<file path="config.mk">
export PLATFORM = sky130hd
export DESIGN_NAME = convolucion_param
export DESIGN_NICKNAME = d
export VERILOG_FILES = /design/src/rtl/convolucion_param.sv
export SDC_FILE = /design/constraint.sdc
export NUM_CORES = 1
export LEC_CHECK = 0
export CORE_UTILIZATION = 55
export DETAILED_ROUTE_END_ITERATION = 8
export DONT_BUFFER_PORTS = 1
export GPL_TIMING_DRIVEN = 0
export PLACE_DENSITY = 0.77
export SETUP_SLACK_MARGIN = 0.05
export SYNTH_ARGS = -nofsm -noshare
export SYNTH_HDL_FRONTEND = slang
export SYNTH_SLANG_ARGS = --single-unit
</file>
<file path="constraint.sdc">
create_clock -name clk -period 8.9 [get_ports clk]
set_input_delay 0.89 -clock clk [delete_from_list [all_inputs] [get_ports clk]]
set_output_delay 0.89 -clock clk [all_outputs]
set_load 0.01 [all_outputs]
</file>
<file path="src/rtl/convolucion_param.sv">
// 1-D linear convolution z = y * h, one MAC per cycle, kernel in an internal register file.
// Define CONV_SATURATE_EN to clamp z samples to OUT_WIDTH instead of truncating them.
module convolucion_param #(
  parameter int DATA_WIDTH   = 8,
  parameter int OUT_WIDTH    = 16,
  parameter int ADDR_Y_WIDTH = 5,
  parameter int ADDR_H_WIDTH = 5,
  parameter int ADDR_Z_WIDTH = 6,
  parameter int ACC_WIDTH    = 21
) (
  input  logic                    clk,
  input  logic                    rst,
  input  logic                    start_i,
  input  logic                    signed_i,
  input  logic [ADDR_Y_WIDTH:0]   size_y_i,
  input  logic [ADDR_H_WIDTH:0]   size_h_i,
  input  logic                    h_we_i,
  input  logic [ADDR_H_WIDTH-1:0] h_addr_i,
  input  logic [DATA_WIDTH-1:0]   h_data_i,
  output logic [ADDR_Y_WIDTH-1:0] mem_y_addr_o,
  input  logic [DATA_WIDTH-1:0]   data_y_i,
  output logic [OUT_WIDTH-1:0]    data_z_o,
  output logic [ADDR_Z_WIDTH-1:0] mem_z_addr_o,
  output logic                    write_o,
  input  logic                    z_ready_i,
  output logic                    busy_o,
  output logic                    done_o
);

  typedef enum logic [2:0] {S_IDLE, S_SETUP, S_INIT, S_MAC, S_OUT, S_DONE} state_t;

  localparam int CW = ADDR_Z_WIDTH + 1;
  localparam int PW = 2 * DATA_WIDTH + 2;
  localparam logic [ADDR_Y_WIDTH:0] MAX_Y = {1'b1, {ADDR_Y_WIDTH{1'b0}}};
  localparam logic [ADDR_H_WIDTH:0] MAX_H = {1'b1, {ADDR_H_WIDTH{1'b0}}};

  state_t                  state_q, state_d;
  logic [ADDR_Y_WIDTH:0]   size_y_q, size_y_d;
  logic [ADDR_H_WIDTH:0]   size_h_q, size_h_d;
  logic [ADDR_Z_WIDTH-1:0] size_z_q, size_z_d;
  logic                    signed_q, signed_d;
  logic [ADDR_Z_WIDTH-1:0] i_q, i_d;
  logic [ADDR_Y_WIDTH-1:0] k_q, k_d;
  logic [ADDR_Y_WIDTH-1:0] k_end_q, k_end_d;
  logic [ACC_WIDTH-1:0]    acc_q, acc_d;

  logic [DATA_WIDTH-1:0]   h_mem [2**ADDR_H_WIDTH];
  logic [ADDR_H_WIDTH-1:0] h_idx;
  logic signed [DATA_WIDTH:0] y_ext, h_ext;
  logic signed [PW-1:0]    prod;
  logic [ACC_WIDTH-1:0]    prod_ext;
  logic [CW-1:0]           i_w, sy_w, sh_w, ks_w, ke_w;
  logic                    size_ok;
  logic [OUT_WIDTH-1:0]    z_val;

  always_ff @(posedge clk) begin
    if (h_we_i && !busy_o) begin
      h_mem[h_addr_i] <= h_data_i;
    end
  end

  // Operands get one extra bit so the same signed multiplier serves both modes.
  assign h_idx    = ADDR_H_WIDTH'(i_q - ADDR_Z_WIDTH'(k_q));
  assign y_ext    = {signed_q & data_y_i[DATA_WIDTH-1], data_y_i};
  assign h_ext    = {signed_q & h_mem[h_idx][DATA_WIDTH-1], h_mem[h_idx]};
  assign prod     = PW'(y_ext) * PW'(h_ext);
  assign prod_ext = ACC_WIDTH'(prod);

  assign size_ok = (size_y_i != '0) && (size_y_i <= MAX_Y) &&
                   (size_h_i != '0) && (size_h_i <= MAX_H);

  always_comb begin
    i_w  = CW'(i_q);
    sy_w = CW'(size_y_q);
    sh_w = CW'(size_h_q);
    ks_w = (i_w >= sh_w) ? (i_w - sh_w + CW'(1)) : '0;
    ke_w = (i_w < sy_w) ? i_w : (sy_w - CW'(1));
  end

  always_comb begin
    state_d  = state_q;
    size_y_d = size_y_q;
    size_h_d = size_h_q;
    size_z_d = size_z_q;
    signed_d = signed_q;
    i_d      = i_q;
    k_d      = k_q;
    k_end_d  = k_end_q;
    acc_d    = acc_q;
    case (state_q)
      S_IDLE: begin
        if (start_i) begin
          size_y_d = size_y_i;
          size_h_d = size_h_i;
          signed_d = signed_i;
          state_d  = size_ok ? S_SETUP : S_DONE;
        end
      end
      S_SETUP: begin
        size_z_d = ADDR_Z_WIDTH'(size_y_q) + ADDR_Z_WIDTH'(size_h_q) - ADDR_Z_WIDTH'(1);
        i_d      = '0;
        state_d  = S_INIT;
      end
      S_INIT: begin
        k_d     = ADDR_Y_WIDTH'(ks_w);
        k_end_d = ADDR_Y_WIDTH'(ke_w);
        acc_d   = '0;
        state_d = S_MAC;
      end
      S_MAC: begin
        acc_d = acc_q + prod_ext;
        if (k_q == k_end_q) begin
          state_d = S_OUT;
        end else begin
          k_d = k_q + ADDR_Y_WIDTH'(1);
        end
      end
      S_OUT: begin
        if (z_ready_i) begin
          if (i_q == size_z_q - ADDR_Z_WIDTH'(1)) begin
            state_d = S_DONE;
          end else begin
            i_d     = i_q + ADDR_Z_WIDTH'(1);
            state_d = S_INIT;
          end
        end
      end
      S_DONE:  state_d = S_IDLE;
      default: state_d = S_IDLE;
    endcase
  end

  always_ff @(posedge clk or posedge rst) begin
    if (rst) begin
      state_q  <= S_IDLE;
      size_y_q <= '0;
      size_h_q <= '0;
      size_z_q <= '0;
      signed_q <= 1'b0;
      i_q      <= '0;
      k_q      <= '0;
      k_end_q  <= '0;
      acc_q    <= '0;
    end else begin
      state_q  <= state_d;
      size_y_q <= size_y_d;
      size_h_q <= size_h_d;
      size_z_q <= size_z_d;
      signed_q <= signed_d;
      i_q      <= i_d;
      k_q      <= k_d;
      k_end_q  <= k_end_d;
      acc_q    <= acc_d;
    end
  end

`ifdef CONV_SATURATE_EN
  // Overflow shows up as upper accumulator bits that disagree with the kept sign/range.
  always_comb begin
    z_val = acc_q[OUT_WIDTH-1:0];
    if (signed_q) begin
      if (!((&acc_q[ACC_WIDTH-1:OUT_WIDTH-1]) || !(|acc_q[ACC_WIDTH-1:OUT_WIDTH-1]))) begin
        z_val = acc_q[ACC_WIDTH-1] ? {1'b1, {(OUT_WIDTH-1){1'b0}}}
                                   : {1'b0, {(OUT_WIDTH-1){1'b1}}};
      end
    end else if (|acc_q[ACC_WIDTH-1:OUT_WIDTH]) begin
      z_val = '1;
    end
  end
`else
  assign z_val = OUT_WIDTH'(acc_q);
`endif

  assign busy_o       = (state_q == S_SETUP) || (state_q == S_INIT) ||
                        (state_q == S_MAC)   || (state_q == S_OUT);
  assign write_o      = (state_q == S_OUT);
  assign done_o       = (state_q == S_DONE);
  assign mem_y_addr_o = (state_q == S_MAC) ? k_q : '0;
  assign mem_z_addr_o = write_o ? i_q : '0;
  assign data_z_o     = write_o ? z_val : '0;

endmodule

</file>
==> impl_metrics.env, run 1 <==
export IMPL_grt_pass1_vias=10400
export IMPL_synth_area_sq_mm=0.0169
export IMPL_slew_limit_headroom_pct=26.3
export IMPL_cts_tree="done"
export IMPL_num_rows=63
export IMPL_drcViolationCount=0
export IMPL_hold_viol=0
export IMPL_crit_type="flip-flop to flip-flop"
export IMPL_place_area_sq_mm=0.0174
export IMPL_routed_via_density=5.97
export IMPL_cp_max_fo=10
export IMPL_worstHoldPathType="primary input to asynchronous set/reset pin"
export IMPL_die_w_um=177
export IMPL_io_buffers=0
export IMPL_setup_viol=0
export IMPL_cts_max_level=2
export IMPL_cp_required_ns=9.30
export IMPL_clk_path_buf_depth=3
export IMPL_cpPeakStageDelay_ns=0.56
export IMPL_period_share_pct=95.4
export IMPL_rsz0062_at_grt="no"
export IMPL_async_flop_share_pct=17.4
export IMPL_grt_max_degree=43
export IMPL_synth_edf_count=256
export IMPL_crit_path_top_delay_cell="fa_1"
export IMPL_fin_nets=1451
export IMPL_tns_ns=0
export IMPL_drive_gt1_share_pct=15.0
export IMPL_dr_first_iter_drc_count=758
export IMPL_final_setup_skew_ns=0.0207
export IMPL_fmax_mhz=118
export IMPL_yosysSeqAreaShare_pct=53.6
export IMPL_outcome="completed"
export IMPL_dieArea_sq_mm=0.0314
export IMPL_postSynthCellCount=1207
export IMPL_synth_avg_cell_area_sq_um=14.0
export IMPL_finalCriticalPeriod_ns=8.49
export IMPL_grt_first_pass_wirelength_um=58000
export IMPL_initial_utilization_pct=56.4
export IMPL_antenna_cells=0
export IMPL_critPathLaunchType="flip-flop"
export IMPL_via_count=10000
export IMPL_hpwl_um=25300
export IMPL_ys_seq_elements=310
export IMPL_ios=69
export IMPL_worst_hold_slack_ns=0.211
export IMPL_ant_nets=0
export IMPL_final_cell_area_sq_mm=0.0187
export IMPL_nFillCells=2230
export IMPL_place_congestion=0.868
export IMPL_max_cap_violations=0
export IMPL_clk_latency_ns=0.53
export IMPL_ff_latch_area_sq_mm=0.00904
export IMPL_die_h_um=177
export IMPL_route_final_wire_length_um=37300
export IMPL_syn_nets=1395
export IMPL_dr_pass1_iters=5
export IMPL_grt_usage_pct=24.9
export IMPL_wl_per_cell_um=22.2
export IMPL_drv_slew=0
export IMPL_yosys_warnings=0
export IMPL_cts_root_buf="clkbuf_16"
export IMPL_grt_overflow=0
export IMPL_antenna_found_initial=0
export IMPL_clk_pin_slew_ns=0.06
export IMPL_cts_buffers=34
export IMPL_multi_input_area_sq_mm=0.00724
export IMPL_area_delta_synth_final_pct=11.1
export IMPL_crit_path_end_kind="flip-flop"
export IMPL_tightest_slew_ns=1.10
export IMPL_synth_ff_type="edfxtp_1"
export IMPL_cts_sinks=310
export IMPL_ctsHoldBuffers=0
export IMPL_core_area_sq_mm=0.0299
export IMPL_cp_arrival_ns=8.89
export IMPL_synth_cell_type_count=57
[worst paths after layout]
kind	startpoint	end	slack, ns	depth (start not counted)
setup / recovery	i_q[0]	acc_q[15]	0.41	33
min in group clk	h_data_i[1]	h_mem[29][1]	0.46	0
setup reg to reg	i_q[0]	acc_q[15]	0.41	33
hold reg to reg	k_end_q[3]	k_end_q[3]	0.51	2
max in group asynchronous	rst	k_q[0]	8.14	2
hold / removal	rst	state_q[1]	0.21	1
[cell usage in the layout, fill, tap and decap left out, drive strengths merged, types with 29 or more instances in the layout]
cell	n
o21ai	58
nor2	73
fa	68
edfxtp	256
nand2b	39
nand2	83
inv	126
dfrtp	54
clkbuf	62
xnor2	35
nor2b	29
buf	37
mux4	77
ha	81
[sequential cells by signal (all words and copies together) (netlist names)]
signal and cells:
signed_q 1, acc_q 16, state_q 3, h_mem 256, size_z_q 6, k_end_q 5, k_q 5, i_q 6
size_y_q 6, size_h_q 6
[layout make-up]
type / count / share of cell area (%)
sequential: 310 / 48.3
clock inverter: 19 / 0.989
multi-input combinational: 736 / 38.6
inverter: 123 / 2.47
buffer: 38 / 1.45
clock buffer: 41 / 4.68
tap: 390 / 2.61
timing repair buffer: 20 / 0.869
[layer usage]
layer / GRT usage, % / vias to the layer above / share of wire, %
met2: 43.5 / 334 / 52
li1: - / 4446 / -
met5: 0 / - / 0
met4: 7.51 / 0 / 2.6
met3: 3.54 / 64 / 5.9
met1: 32.1 / 5163 / 40
[per-stage QoR]
step,setup WS (ns),cells,util (%)
final,0.407,1677,62.7
after global routing,0.0416,1677,62.7
after floorplan,0.354,1207,-
after CTS,0.0614,1666,62.1
after detailed placement,-1.19,1598,58.1
after global placement,-1.07,1597,58.1
[repair_timing]
action | in CTS | in global routing
buffers inserted | 8 | 11
resized for setup | 20 | 25
hold endpoints to repair | 0 | 0
pin swaps | 1 | 2
setup endpoints to repair | 7 | 2
[synth_stat cells, types with 28 or more instances]
master    count  area share, %
nand2_1      83            1.8
ha_1         81            6.0
nor2_1       73            1.6
dfrtp_1      54            8.0
xnor2_1      34            1.8
mux4_2       77             10
fa_1         68            8.1
and3_1       28            1.0
o21ai_0      57            1.7
inv_1       122            2.7
edfxtp_1    256             46
nor2b_1      29            1.1
nand2b_1     39            1.4
[cells by family (layout without fill, tap and decap cells)]
family / Yosys count / in the layout / share of synthesized area, %
flops: 310 / 310 / 53.6
compound gates: 122 / 122 / 4.29
fa+ha+maj: 149 / 149 / 14.1
simple gates: 304 / 304 / 8.92
buf+inv: 161 / 241 / 3.87
xor+xnor: 62 / 62 / 3.38
mux: 99 / 99 / 11.8
[critical path, delay by kind of cell, from the launching register on]
family,cells,cell delay [ns]
AO/OA/AOI/OAI,8,1.10
XOR/XNOR,1,0.13
adder cells (fa/ha/maj),9,3.87
buffers and inverters,9,1.02
flip-flops,1,0.41
multiplexers,3,1.20
AND/OR/NAND/NOR,3,0.60
Power of run 1 is not shown: default switching activity piles up to over one toggle a cycle in this logic, so the estimate is an artifact.
==> run 2, diff against run 1 <==
--- a/config.mk
+++ b/config.mk
@@ -5,6 +5,7 @@
 export SDC_FILE = /design/constraint.sdc
 export NUM_CORES = 1
 export LEC_CHECK = 0
+export CORE_MARGIN = 3
 export CORE_UTILIZATION = 55
 export DETAILED_ROUTE_END_ITERATION = 8
 export DONT_BUFFER_PORTS = 1
==> run 2 against run 1 <==
Fmax increased by 0.47%. Critical path depth grew 1. Non-clock buffer count rose by 2. Highest routed layer unchanged.
==> impl_metrics.env, run 2 (same netlist as run 1, synthesis figures left out) <==
export IMPL_grt_first_pass_wirelength_um=58500
export IMPL_critPathLaunchType="flip-flop"
export IMPL_grt_max_degree=38
export IMPL_slew_limit_headroom_pct=26.0
export IMPL_io_buffers=0
export IMPL_ff2ff_path_depth=34
export IMPL_core_area_sq_mm=0.0300
export IMPL_cts_buffers=34
export IMPL_dr_first_iter_drc_count=662
export IMPL_drv_slew=0
export IMPL_max_cap_violations=0
export IMPL_r2r_start="i_q[0]"
export IMPL_outcome="completed"
export IMPL_met2WireLength_um=18600
export IMPL_hold_viol=0
export IMPL_placedCellCount=1598
export IMPL_cts_max_level=2
export IMPL_ant_nets=0
export IMPL_ff_latch_area_sq_mm=0.00904
export IMPL_grt_usage_pct=23.1
export IMPL_multi_input_area_sq_mm=0.00723
export IMPL_cp_required_ns=9.29
export IMPL_period_share_pct=95.0
export IMPL_clk_latency_ns=0.53
export IMPL_crit_path_top_delay_cell="fa_1"
export IMPL_cts_tree="done"
export IMPL_rsz0062_at_grt="no"
export IMPL_place_congestion=0.851
export IMPL_cp_arrival_ns=8.85
export IMPL_grt_pass1_vias=10400
export IMPL_hpwl_um=25000
export IMPL_top_layer_used="met4"
export IMPL_grt_overflow=0
export IMPL_place_ws_ns=-1.14
export IMPL_drcViolationCount=0
export IMPL_crit_path_end_kind="flip-flop"
export IMPL_drive_gt1_share_pct=15.3
export IMPL_reg_top3="h_mem (256), acc_q (16)"
export IMPL_via_count=9822
export IMPL_final_setup_skew_ns=0.0255
export IMPL_place_area_sq_mm=0.0174
export IMPL_area_delta_synth_final_pct=11.2
export IMPL_die_h_um=181
export IMPL_antenna_found_initial=0
export IMPL_rrSetupSlack_ns=0.45
export IMPL_layout_commonest_cell="edfxtp_1"
export IMPL_final_cell_mix="edfxtp_1, inv_1, nand2_1"
export IMPL_antenna_cells=0
export IMPL_fmax_mhz=118
export IMPL_fin_nets=1453
export IMPL_num_rows=63
export IMPL_met3WireLength_um=2370
export IMPL_initial_utilization_pct=56.3
export IMPL_route_final_wire_length_um=36800
export IMPL_largest_reg_flops=256
export IMPL_die_w_um=181
export IMPL_met1_length_um=14700
export IMPL_worstHoldPathType="primary input to asynchronous set/reset pin"
export IMPL_clk_path_buf_depth=3
export IMPL_finalCriticalPeriod_ns=8.45
export IMPL_cp_max_fo=10
export IMPL_nFillCells=2201
export IMPL_setup_ws_ns=0.446
export IMPL_dr_pass1_iters=4
export IMPL_regMostFlops="h_mem"
export IMPL_ios=69
export IMPL_instances_no_fill=1681
export IMPL_dieArea_sq_mm=0.0328
export IMPL_r2r_end="acc_q[15]"
export IMPL_cts_sinks=310
export IMPL_clk_pin_slew_ns=0.06
export IMPL_routed_via_density=5.84
export IMPL_setup_viol=0
export IMPL_cpPeakStageDelay_ns=0.56
export IMPL_tns_ns=0
export IMPL_crit_type="flip-flop to flip-flop"
export IMPL_cts_root_buf="clkbuf_16"
export IMPL_tightest_slew_ns=1.11
export IMPL_wl_per_cell_um=21.9
export IMPL_final_cell_area_sq_mm=0.0187
run 2: routing by layer:
layer / GRT usage [%] / up-vias
met3: 5.05 / 67
li1: - / 4452
met4: 7.89 / 0
met5: 0 / -
met2: 39.3 / 316
met1: 29.7 / 4987
run 2: how the worst max path moves through the flow:
stage,start,end,slack (ns)
after floorplan,i_q[0],acc_q[15],0.35
after global placement,i_q[0],acc_q[15],-1.00
after detailed placement,i_q[0],acc_q[15],-1.14
after CTS,i_q[1],acc_q[15],0.10
after global routing,i_q[0],acc_q[15],0.04
final,i_q[0],acc_q[15],0.45
run 2: what timing repair did:
action / 4_1_cts / 5_1_grt
setup buffers: 8 / 13
hold buffers: 0 / 0
gates resized for setup: 21 / 19
endpoints found under the setup margin: 7 / 3
pin swaps: 0 / 4
run 2: worst max-delay path, delay by kind of cell (launching register included):
family,cells,cell delay [ns]
buffers and inverters,9,1.04
AOI/OAI and AO/OA,8,1.18
DFF,1,0.40
adders and majority gates,9,3.92
muxes,3,1.19
xor gates and xnor gates,1,0.15
and+or+nand+nor,4,0.48
run 2: metrics by stage:
| stage | hold slack (ns) | util (%) |
|---|---|---|
| final | 0.259 | 62.6 |
| after detailed placement | 0.497 | 58.0 |
| after global routing | 0.281 | 62.6 |
| after global placement | 0.494 | 57.9 |
| after floorplan | 0.460 | - |
| after CTS | 0.258 | 62.1 |
run 2: area by class of cell:
cell class	instances	area share [%]
multi-input combinational	736	38.6
timing repair buffer	22	0.948
clock buffer	40	4.66
inverter	123	2.46
buffer	38	1.39
clock inverter	22	1.13
sequential	310	48.2
tap	390	2.60
Power of run 2 is left out for the same reason.
==> run 3, diff against run 2 <==
--- a/config.mk
+++ b/config.mk
@@ -5,7 +5,7 @@
 export SDC_FILE = /design/constraint.sdc
 export NUM_CORES = 1
 export LEC_CHECK = 0
-export CORE_MARGIN = 3
+export CORE_MARGIN = 5
 export CORE_UTILIZATION = 55
 export DETAILED_ROUTE_END_ITERATION = 8
 export DONT_BUFFER_PORTS = 1
==> run 3 against run 2 <==
Sequential share of layout area up 0.18 points. Critical path depth down 1. Non-clock buffer count down 4. Die area up 4.5%. Worst setup slack worse by 0.026 ns. Via count down 0.38%. Core utilization down 1.2 points. Clock-buffer cell count down 7. Fmax down 0.30%. Final cell count down 0.12%. Clock skew down 0.015 ns. Design area down 0.38%.
==> impl_metrics.env, run 3 (same netlist as run 1, synthesis figures left out) <==
export IMPL_met1_length_um=14600
export IMPL_max_cap_violations=0
export IMPL_antenna_cells=0
export IMPL_crit_type="flip-flop to flip-flop"
export IMPL_ff_latch_area_sq_mm=0.00904
export IMPL_worst_path_most_repeated_cell="fa_1"
export IMPL_dr_pass1_iters=5
export IMPL_grt_usage_pct=22.0
export IMPL_clk_latency_ns=0.57
export IMPL_die_w_um=185
export IMPL_met3WireLength_um=2420
export IMPL_finalCriticalPeriod_ns=8.48
export IMPL_cp_max_fo=10
export IMPL_worst_hold_slack_ns=0.159
export IMPL_cpPeakStageDelay_ns=0.56
export IMPL_clk_path_buf_depth=3
export IMPL_cts_tree="done"
export IMPL_num_rows=64
export IMPL_route_final_wire_length_um=36800
export IMPL_place_area_sq_mm=0.0174
export IMPL_hpwl_um=24800
export IMPL_grt_overflow=0
export IMPL_drive_gt1_share_pct=15.4
export IMPL_crit_path_end_kind="flip-flop"
export IMPL_placedCellCount=1604
export IMPL_cts_buffers=31
export IMPL_drcViolationCount=0
export IMPL_clk_pin_slew_ns=0.07
export IMPL_largest_reg_flops=256
export IMPL_antenna_found_initial=0
export IMPL_via_count=9785
export IMPL_die_h_um=185
export IMPL_tns_ns=0
export IMPL_routed_via_density=5.83
export IMPL_reg_top3="h_mem (256), acc_q (16)"
export IMPL_wl_per_cell_um=21.9
export IMPL_tightest_slew_ns=1.05
export IMPL_rsz0062_at_grt="no"
export IMPL_cp_required_ns=9.35
export IMPL_hold_viol=0
export IMPL_cts_root_buf="clkbuf_16"
export IMPL_nFillCells=2278
export IMPL_met2WireLength_um=18600
export IMPL_top_layer_used="met4"
export IMPL_regMostFlops="h_mem"
export IMPL_area_delta_synth_final_pct=10.8
export IMPL_cts_sinks=310
export IMPL_io_buffers=0
export IMPL_drv_slew=0
export IMPL_instances_no_fill=1679
export IMPL_final_setup_skew_ns=0.0102
export IMPL_grt_max_degree=44
export IMPL_initial_utilization_pct=55.4
export IMPL_core_area_sq_mm=0.0304
export IMPL_final_cell_area_sq_mm=0.0187
export IMPL_cp_top_family="adder cells"
export IMPL_fmax_mhz=118
export IMPL_worstHoldPathType="primary input to asynchronous set/reset pin"
export IMPL_slew_limit_headroom_pct=29.5
export IMPL_grt_pass1_vias=10100
export IMPL_fin_nets=1446
export IMPL_outcome="completed"
export IMPL_critPathLaunchType="flip-flop"
export IMPL_place_congestion=0.861
export IMPL_final_cell_mix="edfxtp_1, inv_1, nand2_1"
export IMPL_period_share_pct=95.3
export IMPL_ctsHoldBuffers=0
export IMPL_ant_nets=0
export IMPL_crit_buf_inv=9
export IMPL_layout_commonest_cell="edfxtp_1"
export IMPL_dieArea_sq_mm=0.0342
export IMPL_setup_viol=0
export IMPL_rrSetupSlack_ns=0.42
export IMPL_multi_input_area_sq_mm=0.00724
export IMPL_dr_first_iter_drc_count=730
export IMPL_ios=69
export IMPL_crit_path_top_delay_cell="fa_1"
export IMPL_cp_arrival_ns=8.93
export IMPL_cts_max_level=1
export IMPL_grt_first_pass_wirelength_um=57700
==> run 3: cell types whose count changed in the layout (fill, tap and decap cells not counted), moves of 2 or more <==
| cell | change |
|---|---|
| buf_2 | +3 |
| buf_4 | -6 |
| clkbuf_1 | -4 |
| clkbuf_16 | -3 |
| clkbuf_4 | -2 |
| clkinv_1 | -3 |
| clkinv_2 | +5 |
==> run 3: worst paths after layout <==
| path | depth (start not counted) | start | end |
|---|---|---|---|
| hold / removal | 1 | rst | acc_q[8] |
| hold reg to reg | 2 | acc_q[6] | acc_q[6] |
| min in group clk | 0 | h_data_i[5] | h_mem[12][5] |
| setup / recovery | 33 | k_q[0] | acc_q[15] |
| max in group asynchronous | 2 | rst | k_q[4] |
| setup reg to reg | 33 | k_q[0] | acc_q[15] |
==> run 3: metal layers <==
| layer | vias to the layer above | global-route usage (%) |
|---|---|---|
| li1 | 4421 | - |
| met1 | 4950 | 29.1 |
| met2 | 342 | 37.9 |
| met3 | 72 | 3.91 |
| met4 | 0 | 6.43 |
| met5 | - | 0 |
==> run 3: area by class of cell <==
| class | instances | share of cell area (%) |
|---|---|---|
| Buffer | 38 | 1.33 |
| Clock buffer | 33 | 4.19 |
| Clock inverter | 25 | 1.24 |
| Inverter | 123 | 2.47 |
| Multi-Input combinational cell | 736 | 38.7 |
| Sequential cell | 310 | 48.4 |
| Tap cell | 396 | 2.65 |
| Timing Repair Buffer | 18 | 0.965 |
==> run 3: stage by stage <==
step	utilization [%]	worst slack (ns)
after global routing	61.4	0.0731
after floorplan	-	0.354
final	61.4	0.421
after detailed placement	57.1	-1.19
after CTS	60.9	0.116
after global placement	57.0	-1.05
==> run 3: timing repair <==
action / in CTS / in global routing
resized for setup: 22 / 16
cloned: 0 / 0
setup endpoints to repair: 7 / 2
pin swaps: 0 / 2
setup buffers: 5 / 12
Power of run 3 is left out for the same reason.
